## config.mk

```make
export PLATFORM = sky130hd
export DESIGN_NAME = data_mem_arbiter
export DESIGN_NICKNAME = d
export VERILOG_FILES = /design/src/rtl/data_mem_arb_pkg.sv /design/src/rtl/data_mem_arbiter_rr_arb2.sv /design/src/rtl/data_mem_arbiter.sv
export SDC_FILE = /design/constraint.sdc
export NUM_CORES = 1
export LEC_CHECK = 0
export ABC_AREA = 1
export ABC_CLOCK_PERIOD_IN_PS = 1600
export CORE_UTILIZATION = 39
export CTS_CLUSTER_SIZE = 25
export DETAILED_ROUTE_END_ITERATION = 10
export PLACE_DENSITY = 0.8
export SYNTH_ARGS = -nofsm -noshare
export SYNTH_HDL_FRONTEND = slang
export SYNTH_SLANG_ARGS = --single-unit
export TNS_END_PERCENT = 50
```

## constraint.sdc

```tcl
create_clock -name clk -period 1.6 [get_ports clk]
set_input_delay 0.16 -clock clk [delete_from_list [all_inputs] [get_ports clk]]
set_output_delay 0.16 -clock clk [all_outputs]
set_load 0.02 [all_outputs]
```

## src/rtl/data_mem_arb_pkg.sv

```systemverilog
// Shared definitions for the data-memory arbiter.
// - state_t: arbiter FSM states (IDLE / ISSUE / RESP)
// - MASK_*: size field encodings of the 4-bit sign/size mask ([3] = sign-extend)
// - PORT_*: requester ids (C = CPU load/store path, D = debug/DMA master)
// - access_illegal(): size/alignment legality check of one command
package data_mem_arb_pkg;

  typedef enum logic [1:0] {
    ST_IDLE  = 2'd0,
    ST_ISSUE = 2'd1,
    ST_RESP  = 2'd2
  } state_t;

  localparam logic [2:0] MASK_BYTE = 3'b001;
  localparam logic [2:0] MASK_HALF = 3'b011;
  localparam logic [2:0] MASK_WORD = 3'b111;

  localparam logic PORT_C = 1'b0;
  localparam logic PORT_D = 1'b1;

  // Returns 1 when the access must not reach memory: unknown size code,
  // odd halfword, or unaligned word. The LED register address is passed
  // through untouched, so it is never alignment-checked.
  function automatic logic access_illegal(input logic [31:0] addr,
                                          input logic [2:0]  size,
                                          input logic        led_exempt);
    logic bad;
    bad = 1'b0;
    case (size)
      MASK_BYTE: bad = 1'b0;
      MASK_HALF: bad = addr[0] & ~led_exempt;
      MASK_WORD: bad = (addr[1:0] != 2'b00) & ~led_exempt;
      default:   bad = 1'b1;
    endcase
    return bad;
  endfunction

endpackage

```

## src/rtl/data_mem_arbiter_rr_arb2.sv

```systemverilog
// Two-way arbiter pick with its last-grant history register.
// Ports:
//   clk, rst_n        clock, asynchronous active-low reset
//   c_req, d_req      requests from port C and port D
//   accept            1 = the current pick is taken; record it as last grant
//   winner            selected port id (PORT_C / PORT_D), combinational
//   any_req           at least one request is present
// PRIO_MODE 0 alternates on ties; PRIO_MODE 1 always favours port C.
module rr_arb2
  import data_mem_arb_pkg::*;
#(
  parameter int PRIO_MODE = 0
) (
  input  logic clk,
  input  logic rst_n,
  input  logic c_req,
  input  logic d_req,
  input  logic accept,
  output logic winner,
  output logic any_req
);

  logic last_gnt_q;
  logic last_gnt_d;

  always_comb begin
    any_req = c_req | d_req;
    winner  = PORT_C;
    if (c_req && d_req) begin
      // On a tie the port that did not win last time goes next.
      winner = (PRIO_MODE == 1) ? PORT_C : ~last_gnt_q;
    end else if (d_req) begin
      winner = PORT_D;
    end
    last_gnt_d = accept ? winner : last_gnt_q;
  end

  // Starting with D as last grant lets C win the first tie after reset.
  always_ff @(posedge clk or negedge rst_n) begin
    if (!rst_n) begin
      last_gnt_q <= PORT_D;
    end else begin
      last_gnt_q <= last_gnt_d;
    end
  end

endmodule

```

## src/rtl/data_mem_arbiter.sv

```systemverilog
// Shares the single data-memory port between the CPU load/store path (C)
// and a debug/DMA master (D). The winning command is registered, checked
// for legality and driven to memory for one cycle; load data returned one
// cycle later is handed back to the winner.
// Ports:
//   clk, rst_n                     clock, asynchronous active-low reset
//   {c,d}_req/_we/_addr/_wdata/_sign_mask   requester command inputs
//   {c,d}_gnt                      one-cycle pulse: command accepted and issued
//   {c,d}_err                      with gnt: access rejected, memory untouched
//   {c,d}_rvalid / _rdata          load-result pulse / held load result
//   mem_addr, mem_write_data, mem_sign_mask   registered command to memory
//   mem_memread, mem_memwrite      strobes, high only in ISSUE
//   mem_read_data                  memory read data, valid the cycle after memread
//   busy                           arbiter is not idle
module data_mem_arbiter
  import data_mem_arb_pkg::*;
#(
  parameter int          PRIO_MODE = 0,
  parameter logic [31:0] LED_ADDR  = 32'h2000
) (
  input  logic        clk,
  input  logic        rst_n,
  input  logic        c_req,
  input  logic        c_we,
  input  logic [31:0] c_addr,
  input  logic [31:0] c_wdata,
  input  logic [3:0]  c_sign_mask,
  input  logic        d_req,
  input  logic        d_we,
  input  logic [31:0] d_addr,
  input  logic [31:0] d_wdata,
  input  logic [3:0]  d_sign_mask,
  output logic        c_gnt,
  output logic        c_rvalid,
  output logic [31:0] c_rdata,
  output logic        c_err,
  output logic        d_gnt,
  output logic        d_rvalid,
  output logic [31:0] d_rdata,
  output logic        d_err,
  output logic [31:0] mem_addr,
  output logic [31:0] mem_write_data,
  output logic [3:0]  mem_sign_mask,
  output logic        mem_memread,
  output logic        mem_memwrite,
  input  logic [31:0] mem_read_data,
  output logic        busy
);

  state_t      state_q, state_d;
  logic        port_q, port_d;
  logic        c_gnt_q, c_gnt_d;
  logic        d_gnt_q, d_gnt_d;
  logic        c_err_q, c_err_d;
  logic        d_err_q, d_err_d;
  logic        c_rvalid_q, c_rvalid_d;
  logic        d_rvalid_q, d_rvalid_d;
  logic [31:0] c_rdata_q, c_rdata_d;
  logic [31:0] d_rdata_q, d_rdata_d;
  logic [31:0] mem_addr_q, mem_addr_d;
  logic [31:0] mem_write_data_q, mem_write_data_d;
  logic [3:0]  mem_sign_mask_q, mem_sign_mask_d;
  logic        mem_memread_q, mem_memread_d;
  logic        mem_memwrite_q, mem_memwrite_d;

  logic        winner;
  logic        any_req;
  logic        accept;
  logic        sel_we;
  logic [31:0] sel_addr;
  logic [31:0] sel_wdata;
  logic [3:0]  sel_mask;
  logic        sel_illegal;

  // Requests are only looked at while idle.
  assign accept = (state_q == ST_IDLE) && any_req;

  rr_arb2 #(
    .PRIO_MODE(PRIO_MODE)
  ) u_arb (
    .clk    (clk),
    .rst_n  (rst_n),
    .c_req  (c_req),
    .d_req  (d_req),
    .accept (accept),
    .winner (winner),
    .any_req(any_req)
  );

  always_comb begin
    sel_we      = (winner == PORT_D) ? d_we        : c_we;
    sel_addr    = (winner == PORT_D) ? d_addr      : c_addr;
    sel_wdata   = (winner == PORT_D) ? d_wdata     : c_wdata;
    sel_mask    = (winner == PORT_D) ? d_sign_mask : c_sign_mask;
    sel_illegal = access_illegal(sel_addr, sel_mask[2:0], sel_addr == LED_ADDR);
  end

  always_comb begin
    state_d          = state_q;
    port_d           = port_q;
    c_gnt_d          = 1'b0;
    d_gnt_d          = 1'b0;
    c_err_d          = 1'b0;
    d_err_d          = 1'b0;
    c_rvalid_d       = 1'b0;
    d_rvalid_d       = 1'b0;
    c_rdata_d        = c_rdata_q;
    d_rdata_d        = d_rdata_q;
    mem_addr_d       = mem_addr_q;
    mem_write_data_d = mem_write_data_q;
    mem_sign_mask_d  = mem_sign_mask_q;
    mem_memread_d    = 1'b0;
    mem_memwrite_d   = 1'b0;

    case (state_q)
      ST_IDLE: begin
        if (accept) begin
          // Everything visible in ISSUE is computed here so that gnt, err
          // and the strobes come straight out of flops.
          port_d           = winner;
          mem_addr_d       = sel_addr;
          mem_write_data_d = sel_wdata;
          mem_sign_mask_d  = sel_mask;
          mem_memread_d    = ~sel_illegal & ~sel_we;
          mem_memwrite_d   = ~sel_illegal & sel_we;
          c_gnt_d          = (winner == PORT_C);
          d_gnt_d          = (winner == PORT_D);
          c_err_d          = (winner == PORT_C) & sel_illegal;
          d_err_d          = (winner == PORT_D) & sel_illegal;
          state_d          = ST_ISSUE;
        end
      end
      ST_ISSUE: begin
        // Only a legal load needs the response cycle.
        state_d = mem_memread_q ? ST_RESP : ST_IDLE;
      end
      ST_RESP: begin
        if (port_q == PORT_D) begin
          d_rdata_d  = mem_read_data;
          d_rvalid_d = 1'b1;
        end else begin
          c_rdata_d  = mem_read_data;
          c_rvalid_d = 1'b1;
        end
        state_d = ST_IDLE;
      end
      default: state_d = ST_IDLE;
    endcase
  end

  always_ff @(posedge clk or negedge rst_n) begin
    if (!rst_n) begin
      state_q          <= ST_IDLE;
      port_q           <= PORT_C;
      c_gnt_q          <= 1'b0;
      d_gnt_q          <= 1'b0;
      c_err_q          <= 1'b0;
      d_err_q          <= 1'b0;
      c_rvalid_q       <= 1'b0;
      d_rvalid_q       <= 1'b0;
      c_rdata_q        <= 32'h0;
      d_rdata_q        <= 32'h0;
      mem_addr_q       <= 32'h0;
      mem_write_data_q <= 32'h0;
      mem_sign_mask_q  <= 4'h0;
      mem_memread_q    <= 1'b0;
      mem_memwrite_q   <= 1'b0;
    end else begin
      state_q          <= state_d;
      port_q           <= port_d;
      c_gnt_q          <= c_gnt_d;
      d_gnt_q          <= d_gnt_d;
      c_err_q          <= c_err_d;
      d_err_q          <= d_err_d;
      c_rvalid_q       <= c_rvalid_d;
      d_rvalid_q       <= d_rvalid_d;
      c_rdata_q        <= c_rdata_d;
      d_rdata_q        <= d_rdata_d;
      mem_addr_q       <= mem_addr_d;
      mem_write_data_q <= mem_write_data_d;
      mem_sign_mask_q  <= mem_sign_mask_d;
      mem_memread_q    <= mem_memread_d;
      mem_memwrite_q   <= mem_memwrite_d;
    end
  end

  assign c_gnt          = c_gnt_q;
  assign d_gnt          = d_gnt_q;
  assign c_err          = c_err_q;
  assign d_err          = d_err_q;
  assign c_rvalid       = c_rvalid_q;
  assign d_rvalid       = d_rvalid_q;
  assign c_rdata        = c_rdata_q;
  assign d_rdata        = d_rdata_q;
  assign mem_addr       = mem_addr_q;
  assign mem_write_data = mem_write_data_q;
  assign mem_sign_mask  = mem_sign_mask_q;
  assign mem_memread    = mem_memread_q;
  assign mem_memwrite   = mem_memwrite_q;
  assign busy           = (state_q != ST_IDLE);

endmodule

```

==> impl_results.md, run 1 <==
- Critical Path Source: mem_write_data[1]
- H-tree level count: 4
- Root Driver: clkbuf_16
- Total grt overflow: 0
- Avg Inst Size Synth: 8.80 µm²
- Minimum clock period after layout: 1.58 ns
- Via/cell ratio: 4.78
- Synth area leader: dfrtp_1
- Final ANT Viol Nets: 0
- Hold Violations, Final: 0
- Diode count: 0
- Reg2reg setup slack: 0.11 ns
- Post-Synth Simple-Gate Area: 22.5%
- Sequential Area: 3600 µm²
- Delay-heaviest family, CP: buffers and inverters
- Worst-skew pair later-pin latency: 0.41 ns
- Final instance area: 9920 µm²
- Max-cap violation count: 0
- Netlist cell types: 20
- Post-synthesis mux area share: 0%
- CTS tree: yes
- Sequential fraction of the synthesis area: 61.9%
- Startpoint Class: register
- Die Ht: 124 µm
- Worst EP arrival: 1.42 ns
- WHS: 0.260 ns
- Synthesis-to-layout area growth: 70.3%
- Final cycle utilization of the critical path: 98.6%
- Worst hold path class: input pin to asynchronous set/reset pin
- Synth Net Count: 836
- Largest family of logic cells by synthesized area: simple AND/OR/NAND/NOR gates
- FMAX: 634 MHz
- Max-slew headroom: 70.1%
- Post-route DRC: 0
- Initial core utilization: 40.1%
- Placed Area: 9310 µm²
- Number of synthesis warnings: 0
- Power per standard cell area: 1610 nW/µm²
- Final setup fails: 0
- Core box area: 14,500 µm²
- Leak: 4.65 nW
- Req. time, crit path: 1.44 ns
- Slowest CP cell: clkdlybuf4s50_1
- Initial antenna violation count: 0
- Total Routing Usage GR: 23.9%
- Max-slew violation count: 0
- Worst reg2reg path startpoint: u_arb.last_gnt_q
- Crit path cell chain: clkdlybuf4s50_1
- Post-synthesis xor/xnor area fraction: 0%
- Post-synthesis compound-gate area fraction: 9.66%
- Vias in the first global route: 5,813
- Status: finished clean
- Top cells by area, synth: dfrtp_1 (61%), nand2_1 (16%), o21ai_0 (6.2%)
- Post-synth EDFFs: 0
- Routed length per instance: 15.0 µm
- Mapped Cells: 662
- Critical Path Fanout Max: 2
- Crit path to: mem_write_data[1]
- Share of layout cells above drive strength 1: 6.45%
- R2r endpoint: mem_memwrite
- Post-CTS Setup Inserts: 0
- Levels on crit path: 1
- Synthesized cell area: 5830 µm²
- Asr flop ratio synth: 100%
- Die Area: 15,400 µm²
- Yosys top cell area share: 61.4%
- CTS max path bufs: 2
- Cell with the most instances after synthesis: nand2_1
- Row cnt: 44
- Setup CP Type: register to output port
- PortBufs: 314
- Unrepaired setup endpoints after global routing: no
- Top cells by count, synth: nand2_1 (249), dfrtp_1 (143), o21ai_0 (72)
- Via count: 5,621
- Critical path buffer and inverter count: 1
- Clock Skews: 0.0109 ns
- Global-route wire length before repair: 29.2 mm
- WL final: 17.7 mm
- Sink Count: 144
- Synth Area in Adders: 0%
- Core Util, Final: 68.3%
- Num CTS Buffers: 17
- Fin nets: 1,155
- DRT iter0 DRCs: 360
- CTS clk-pin slew, worst paths: 0.06 ns
- Drt pass-1 iters: 5
- Critical path's largest stage delay: 0.62 ns
- Final Wtd Congestion: 0.792
- Dpl hpwl: 13.0 mm
- Worst VDD drop: 0.761 mV
- CP Capture Type: output port
- I/O pin cnt: 315
- Area of the multi-input gates: 1880 µm²
- Fillers: 1,163
- Worst Tran Pin Value: 0.449 ns
- Top_reg_cell synth: dfrtp_1
- Pin count of the biggest net entering global routing: 65
- Chip width: 124 µm
- FF-to-FF path depth: 9
- Yosys reg bits: 144
-- per-layer routing --
metal | global-route usage (%) | up-vias | part of all wire [%]
met5 | 0 | - | 0
met4 | 11.1 | 0 | 3.0
met3 | 7.07 | 36 | 7.8
met2 | 39.6 | 246 | 48
met1 | 28.6 | 2592 | 41
li1 | - | 2747 | -
-- how the worst min path moves through the flow --
| stage | endpoint | depth (start not counted) | slack (ns) |
|---|---|---|---|
| after floorplan | c_err | 0 | -0.14 |
| after global placement | c_rdata[10] | 1 | 0.12 |
| after detailed placement | c_rdata[9] | 1 | 0.12 |
| after CTS | c_rdata[10] | 2 | 0.25 |
| after global routing | c_rdata[9] | 2 | 0.29 |
| final | c_rdata[9] | 2 | 0.26 |
-- kinds of logic after synthesis --
| group | count (synthesis) |
|---|---|
| AOI/OAI and AO/OA | 105 |
| DFF | 144 |
| buffers and inverters | 84 |
| and+or+nand+nor | 329 |
-- flip-flops by register name, summed over array words and instances (netlist names) --
register,count
c_err,1
c_gnt,1
c_rdata,32
c_rvalid,1
d_err,1
d_gnt,1
d_rdata,32
d_rvalid,1
mem_addr,32
mem_memread,1
mem_memwrite,1
mem_sign_mask,4
mem_write_data,32
port_q,1
state_q,2
u_arb.last_gnt_q,1
-- cells in the final DEF, fill, tap and decap left out, drive strengths merged --
cell type	n
clkdlybuf4s50	304
o21ai	72
clkdlybuf4s15	1
clkbuf	19
nor3	2
dlymetal6s2s	8
bufinv	2
nand3	36
dlygate4sd3	1
nor2	36
buf	22
a31oi	30
nand2	250
clkinv	7
dfstp	1
clkinvlp	2
dfrtp	143
a21oi	3
or2	2
inv	49
nand3b	3
-- cell type report --
class                   instances  area share [%]
clock buffers                  19            4.36
clock inverters                12            1.39
inverters                      48            1.84
multi-input cells             434            19.0
flip-flops and latches        144            36.3
well taps                     184            2.32
repair buffers                336            34.8
-- power breakdown --
part	total, mW	switching, mW	leakage [nW]	internal, mW
clock network	3.82	1.53	0.273	2.30
logic	6.55	3.36	2.75	3.20
registers	5.61	0.688	1.62	4.92
-- through the flow --
stage | setup TNS, ns | power (mW) | worst slack, ns | instances
final | 0 | 16.0 | 0.0221 | 1177
after global routing | 0 | 16.9 | 0.00102 | 1177
after CTS | 0 | 16.1 | 0.00209 | 1177
after detailed placement | -12.10 | 12.3 | -0.301 | 1145
after global placement | -7.70 | 12.1 | -0.198 | 1145
after floorplan | 0 | 8.57 | 0.201 | 662
-- timing repair --
| item | in CTS | in global routing |
|---|---|---|
| setup endpoints to repair | 2 | 23 |
| hold endpoints to repair | 40 | 0 |
| hold buffers | 1 | 0 |
| gates resized for setup | 4 | 10 |
| cloned | 0 | 0 |
Note: power is estimated with default switching activity, not from simulation.
==> inputs of run 2 (changes only) <==
- ABC_CLOCK_PERIOD_IN_PS: 1600 -> 1890
- CORE_AREA: not set -> 2 2 121 123
- CORE_UTILIZATION: 39 -> not set
- DIE_AREA: not set -> 0 0 123 125
- PLACE_DENSITY: 0.8 -> 0.94
- clock period: 1.6 -> 1.89 ns (I/O delays scaled with it)
==> run 2 against run 1 <==
Wire length increased by 5.0%. Sequential power shrank 15%. Via count rose by 1.1%. Register-to-register slack improved by 0.09 ns. Global-route usage grew 0.46 points. Critical path depth is 6 higher. Critical path type is now register to register. Largest cell class unchanged.
==> impl_results.md, run 2 (same netlist as run 1, synthesis figures left out) <==
- Drt pass-1 iters: 5
- FMAX: 592 MHz
- Most frequent CP cell: nand2_1
- Final cycle utilization of the critical path: 89.3%
- Pin count of the biggest net entering global routing: 65
- Diode count: 0
- H-tree level count: 4
- Max-slew headroom: 39.7%
- Sequential power share: 34.2%
- Synthesis-to-layout area growth: 69.1%
- Final ANT Viol Nets: 0
- CP Capture Type: register
- Max-cap violation count: 0
- PortBufs: 314
- Worst-skew pair later-pin latency: 0.41 ns
- DRT iter0 DRCs: 313
- Commonest non-fill, non-tap cell in the layout: clkdlybuf4s50_1
- Vias in the first global route: 5,769
- I/O pin cnt: 315
- Reg2reg setup slack: 0.20 ns
- Critical path's largest stage delay: 0.43 ns
- Gate power share: 39.6%
- Placed cell count: 1,138
- Layout Cells excl Fill: 1,169
- Fillers: 1,039
- WL final: 18.6 mm
- Row cnt: 44
- CTS max path bufs: 2
- Share of layout cells above drive strength 1: 5.69%
- Switching Fraction: 34.1%
- Sw Pwr: 4.78 mW
- CTS tree: yes
- Post-route DRC: 0
- Fin nets: 1,148
- TNS Setup: 0 ns
- Final setup fails: 0
- Critical Path Fanout Max: 34
- Routed length per instance: 15.9 µm
- Req. time, crit path: 2.23 ns
- Hold Violations, Final: 0
- Core Util, Final: 69.4%
- Slowest CP cell: inv_2
- Leak: 4.56 nW
- Initial antenna violation count: 0
- Root Driver: clkbuf_16
- Most frequent cells in the layout: clkdlybuf4s50_1 (312), nand2_1 (249), dfrtp_1 (143)
- Initial core utilization: 41.0%
- Worst EP arrival: 2.03 ns
- Die Area: 15,400 µm²
- Worst VDD drop: 0.624 mV
- Die Ht: 125 µm
- Clock Skews: 0.00999 ns
- Dpl hpwl: 13.5 mm
- Minimum clock period after layout: 1.69 ns
- Total grt overflow: 0
- Worst reg2reg path startpoint: state_q[0]
- Via/cell ratio: 4.86
- Crit path cell chain: inv_1 > nand2_1 > nor2_4 > nand2_2 > inv_2 > nand2_1 > nand3_1
- Clk pwr share: 26.3%
- Worst Tran Pin Value: 0.904 ns
- Global-route wire length before repair: 29.0 mm
- Max-slew violation count: 0
- Setup CP Type: register to register
- Num CTS Buffers: 17
- Via count: 5,681
- Worst hold path class: input pin to asynchronous set/reset pin
- Final Wtd Congestion: 0.807
- Core box area: 14,200 µm²
- Status: finished clean
- CTS clk-pin slew, worst paths: 0.06 ns
- Int Pwr: 9.22 mW
- Sink Count: 144
- Delay-heaviest family, CP: simple AND/OR/NAND/NOR gates
- Startpoint Class: register
- Chip width: 123 µm
- Critical Path Source: state_q[0]
- Critical path buffer and inverter count: 2
- Power per standard cell area: 1420 nW/µm²
- Total Routing Usage GR: 24.4%
- Unrepaired setup endpoints after global routing: no
## run 2: changes by cell type in the layout (fill, tap and decap cells not counted), sizes merged
cell,previous run,this run
buf,22,15
bufinv,2,5
clkbuf,19,18
clkdlybuf4s15,1,0
clkdlybuf4s50,304,312
clkinv,7,6
clkinvlp,2,0
dlygate4sd2,0,1
dlymetal6s2s,8,0
## run 2: power by group through the flow
stage | clock [mW] | sequential, mW | combinational [mW]
floorplan | 0 | 6.10 | 1.16
global placement | 0 | 4.76 | 5.42
detailed placement | 0 | 4.80 | 5.56
CTS | 3.74 | 4.78 | 5.59
global route | 3.88 | 4.90 | 5.94
finish | 3.68 | 4.79 | 5.54
## run 2: through the flow
step	hold slack (ns)	power, mW	instance area (µm²)	setup WS [ns]
2_1_floorplan	-0.107	7.26	5830	0.491
3_3_place_gp	0.115	10.2	9190	0.164
3_5_place_dp	0.119	10.4	9190	0.0389
4_1_cts	0.246	14.1	9850	0.234
5_1_grt	0.273	14.7	9850	0.0718
6_report	0.250	14.0	9850	0.202
## run 2: repair_timing
| item | 4_1_cts | 5_1_grt |
|---|---|---|
| endpoints found under the hold margin | 34 | 0 |
| hold buffers | 1 | 0 |
| setup endpoints to repair | 1 | 0 |
| setup buffers | 0 | 0 |
| resized for setup | 1 | 0 |
## run 2: path summary, 6_finish.rpt
| path | to | cells after the start |
|---|---|---|
| max | mem_write_data[15] | 7 |
| min | d_rdata[7] | 2 |
| max reg2reg | mem_write_data[15] | 7 |
| min reg2reg | state_q[1] | 1 |
| max in group asynchronous | u_arb.last_gnt_q | 3 |
| min in group clk | mem_write_data[1] | 3 |
## run 2: final cells by class
type	instances	area, µm²	area share [%]
Sequential cell	144	3600	36.6
Timing Repair Buffer	329	3310	33.6
Multi-Input combinational cell	434	1880	19.1
Clock buffer	18	439	4.46
Tap cell	184	230	2.34
Clock inverter	12	210	2.13
Inverter	48	180	1.83
## run 2: per-layer routing
metal | part of all wire (%) | track usage (%)
met1 | 38 | 26.8
met4 | 2.6 | 9.29
met5 | 0 | 0
met2 | 50 | 42.7
met3 | 9.3 | 8.67
==> inputs of run 3 (changes only) <==
- CELL_PAD_IN_SITES_DETAIL_PLACEMENT: not set -> 1
- CELL_PAD_IN_SITES_GLOBAL_PLACEMENT: not set -> 2
- CORE_AREA: 2 2 121 123 -> not set
- CORE_UTILIZATION: not set -> 23
- DIE_AREA: 0 0 123 125 -> not set
- PLACE_DENSITY: 0.94 -> 0.95
- REMOVE_ABC_BUFFERS: not set -> 1
==> run 3 against run 2 <==
Flip-flop and latch count unchanged. First-iteration DRC count decreased by 18%. Sequential power about the same. Critical path depth decreased by 6. Count of clock-buffer cells in the layout increased by 1. Cell area increased by 1.6%. Critical path type is now register to output port. Largest cell class unchanged.
==> impl_results.md, run 3 (same netlist as run 1, synthesis figures left out) <==
- Global-route wire length before repair: 32.6 mm
- Minimum clock period after layout: 1.68 ns
- Post-CTS Setup Inserts: 0
- Setup WS pre-CTS: 0.0115 ns
- Crit path to: c_err
- Core box area: 24,600 µm²
- Fillers: 2,852
- Met2 wire len: 9.67 mm
- FF-to-FF path depth: 7
- Max-slew headroom: 57.9%
- Crit path cell chain: clkdlybuf4s50_1
- Post-route DRC: 0
- Chip width: 161 µm
- Metal3 WL: 1.45 mm
- Vias in the first global route: 5,954
- Routed length per instance: 15.5 µm
- Critical path buffer and inverter count: 1
- WL met1: 8.90 mm
- Int Pwr: 8.68 mW
- Worst hold path class: input pin to asynchronous set/reset pin
- Fin nets: 1,153
- DR top layer: met4
- PortBufs: 314
- H-tree level count: 4
- Via/cell ratio: 4.31
- Total grt overflow: 0
- Sw Pwr: 4.82 mW
- WHS: 0.276 ns
- Initial antenna violation count: 2
- Clock Skews: 0.0132 ns
- Commonest non-fill, non-tap cell in the layout: clkdlybuf4s50_1
- Levels on crit path: 1
- Clk pwr share: 23.5%
- Most frequent cells in the layout: clkdlybuf4s50_1 (312), nand2_1 (249), dfrtp_1 (143)
- Via count: 5,670
- Final setup fails: 0
- Gate power share: 41.2%
- Worst EP arrival: 1.49 ns
- Hold Violations, Final: 0
- TNS Setup: 0 ns
- Critical path's largest stage delay: 0.65 ns
- Row cnt: 57
- Final ANT Viol Nets: 0
- R2r endpoint: mem_write_data[8]
- Die Area: 26,000 µm²
- Total power draw: 13.5 mW
- Final cycle utilization of the critical path: 88.9%
- Root Driver: clkbuf_16
- Status: finished clean
- Setup CP Type: register to output port
- DRT iter0 DRCs: 256
- Share of layout cells above drive strength 1: 6.05%
- Critical Path Fanout Max: 1
- Unrepaired setup endpoints after global routing: no
- Synthesis-to-layout area growth: 71.8%
- Dpl hpwl: 15.2 mm
- WL final: 20.4 mm
- Switching Fraction: 35.7%
- Die Ht: 161 µm
- CTS tree: yes
- Reg2reg setup slack: 0.26 ns
- Worst setup margin: 0.209 ns
- Critical Path Source: c_err
- Pin count of the biggest net entering global routing: 60
- Worst-skew pair later-pin latency: 0.42 ns
- Max-cap violation count: 0
- Total Routing Usage GR: 16.1%
- Power per standard cell area: 1350 nW/µm²
- Drt pass-1 iters: 4
- Sequential Area: 3600 µm²
- FMAX: 595 MHz
- Core Util, Final: 40.7%
- Slowest CP cell: clkdlybuf4s50_1
- Sink Count: 144
- Num CTS Buffers: 17
- Worst VDD drop: 0.642 mV
- Worst Tran Pin Value: 0.631 ns
- Max-slew violation count: 0
- Sequential power share: 35.3%
- CTS clk-pin slew, worst paths: 0.06 ns
- CP Capture Type: output port
- Leak: 4.54 nW
- Initial core utilization: 23.7%
- Area of the multi-input gates: 1880 µm²
- I/O pin cnt: 315
- Startpoint Class: register
- CTS max path bufs: 2
- Final Wtd Congestion: 0.766
- Req. time, crit path: 1.70 ns
- Delay-heaviest family, CP: buffers and inverters
- Worst reg2reg path startpoint: state_q[1]
==> run 3: cell count changes in the layout (fill, tap and decap cells not counted), sizes merged <==
| cell | change |
|---|---|
| buf | +5 |
| bufinv | -4 |
| clkinvlp | +3 |
| diode | +2 |
| clkbuf | +1 |
| clkinv | +1 |
==> run 3: per-layer routing <==
layer	up-vias	track usage, %
met5	-	0
met3	26	4.52
met1	2688	20.5
met4	0	6.09
li1	2739	-
met2	217	25.8
==> run 3: timing repair <==
action                                  4_1_cts  5_1_grt
gates resized for setup                       1        0
hold buffers                                  1        0
endpoints found under the setup margin        1        0
hold endpoints to repair                     40        0
==> run 3: per-stage QoR <==
| stage | cells | cell area (µm²) |
|---|---|---|
| 6_report | 1317 | 10000 |
| 5_1_grt | 1317 | 10000 |
| 3_3_place_gp | 1283 | 9440 |
| 3_5_place_dp | 1283 | 9440 |
| 2_1_floorplan | 626 | 5660 |
| 4_1_cts | 1315 | 10000 |
==> run 3: cell type report <==
class,count,share of cell area (%)
multi-input combinational,434,18.8
sequential,144,36.0
clock inverter,12,1.15
clock buffer,19,4.33
timing repair buffer,334,33.8
antenna,2,0.0500
inverter,48,1.80
tap,324,4.05
==> run 3: power groups by stage <==
stage                     clock network [mW]  registers (mW)  logic [mW]
after floorplan                            0            6.10        1.10
after global placement                     0            4.78        5.54
after detailed placement                   0            4.81        5.64
after CTS                               3.31            4.78        5.65
after global routing                    3.42            4.91        5.98
final                                   3.18            4.76        5.56
==> run 3: worst min path at each step <==
stage	to	slack, ns	cells past startpoint
floorplan	c_err	-0.11	0
global placement	c_rdata[11]	0.15	1
detailed placement	c_rdata[30]	0.16	1
CTS	d_rdata[30]	0.28	2
global route	d_rdata[30]	0.30	2
finish	d_rdata[30]	0.28	2
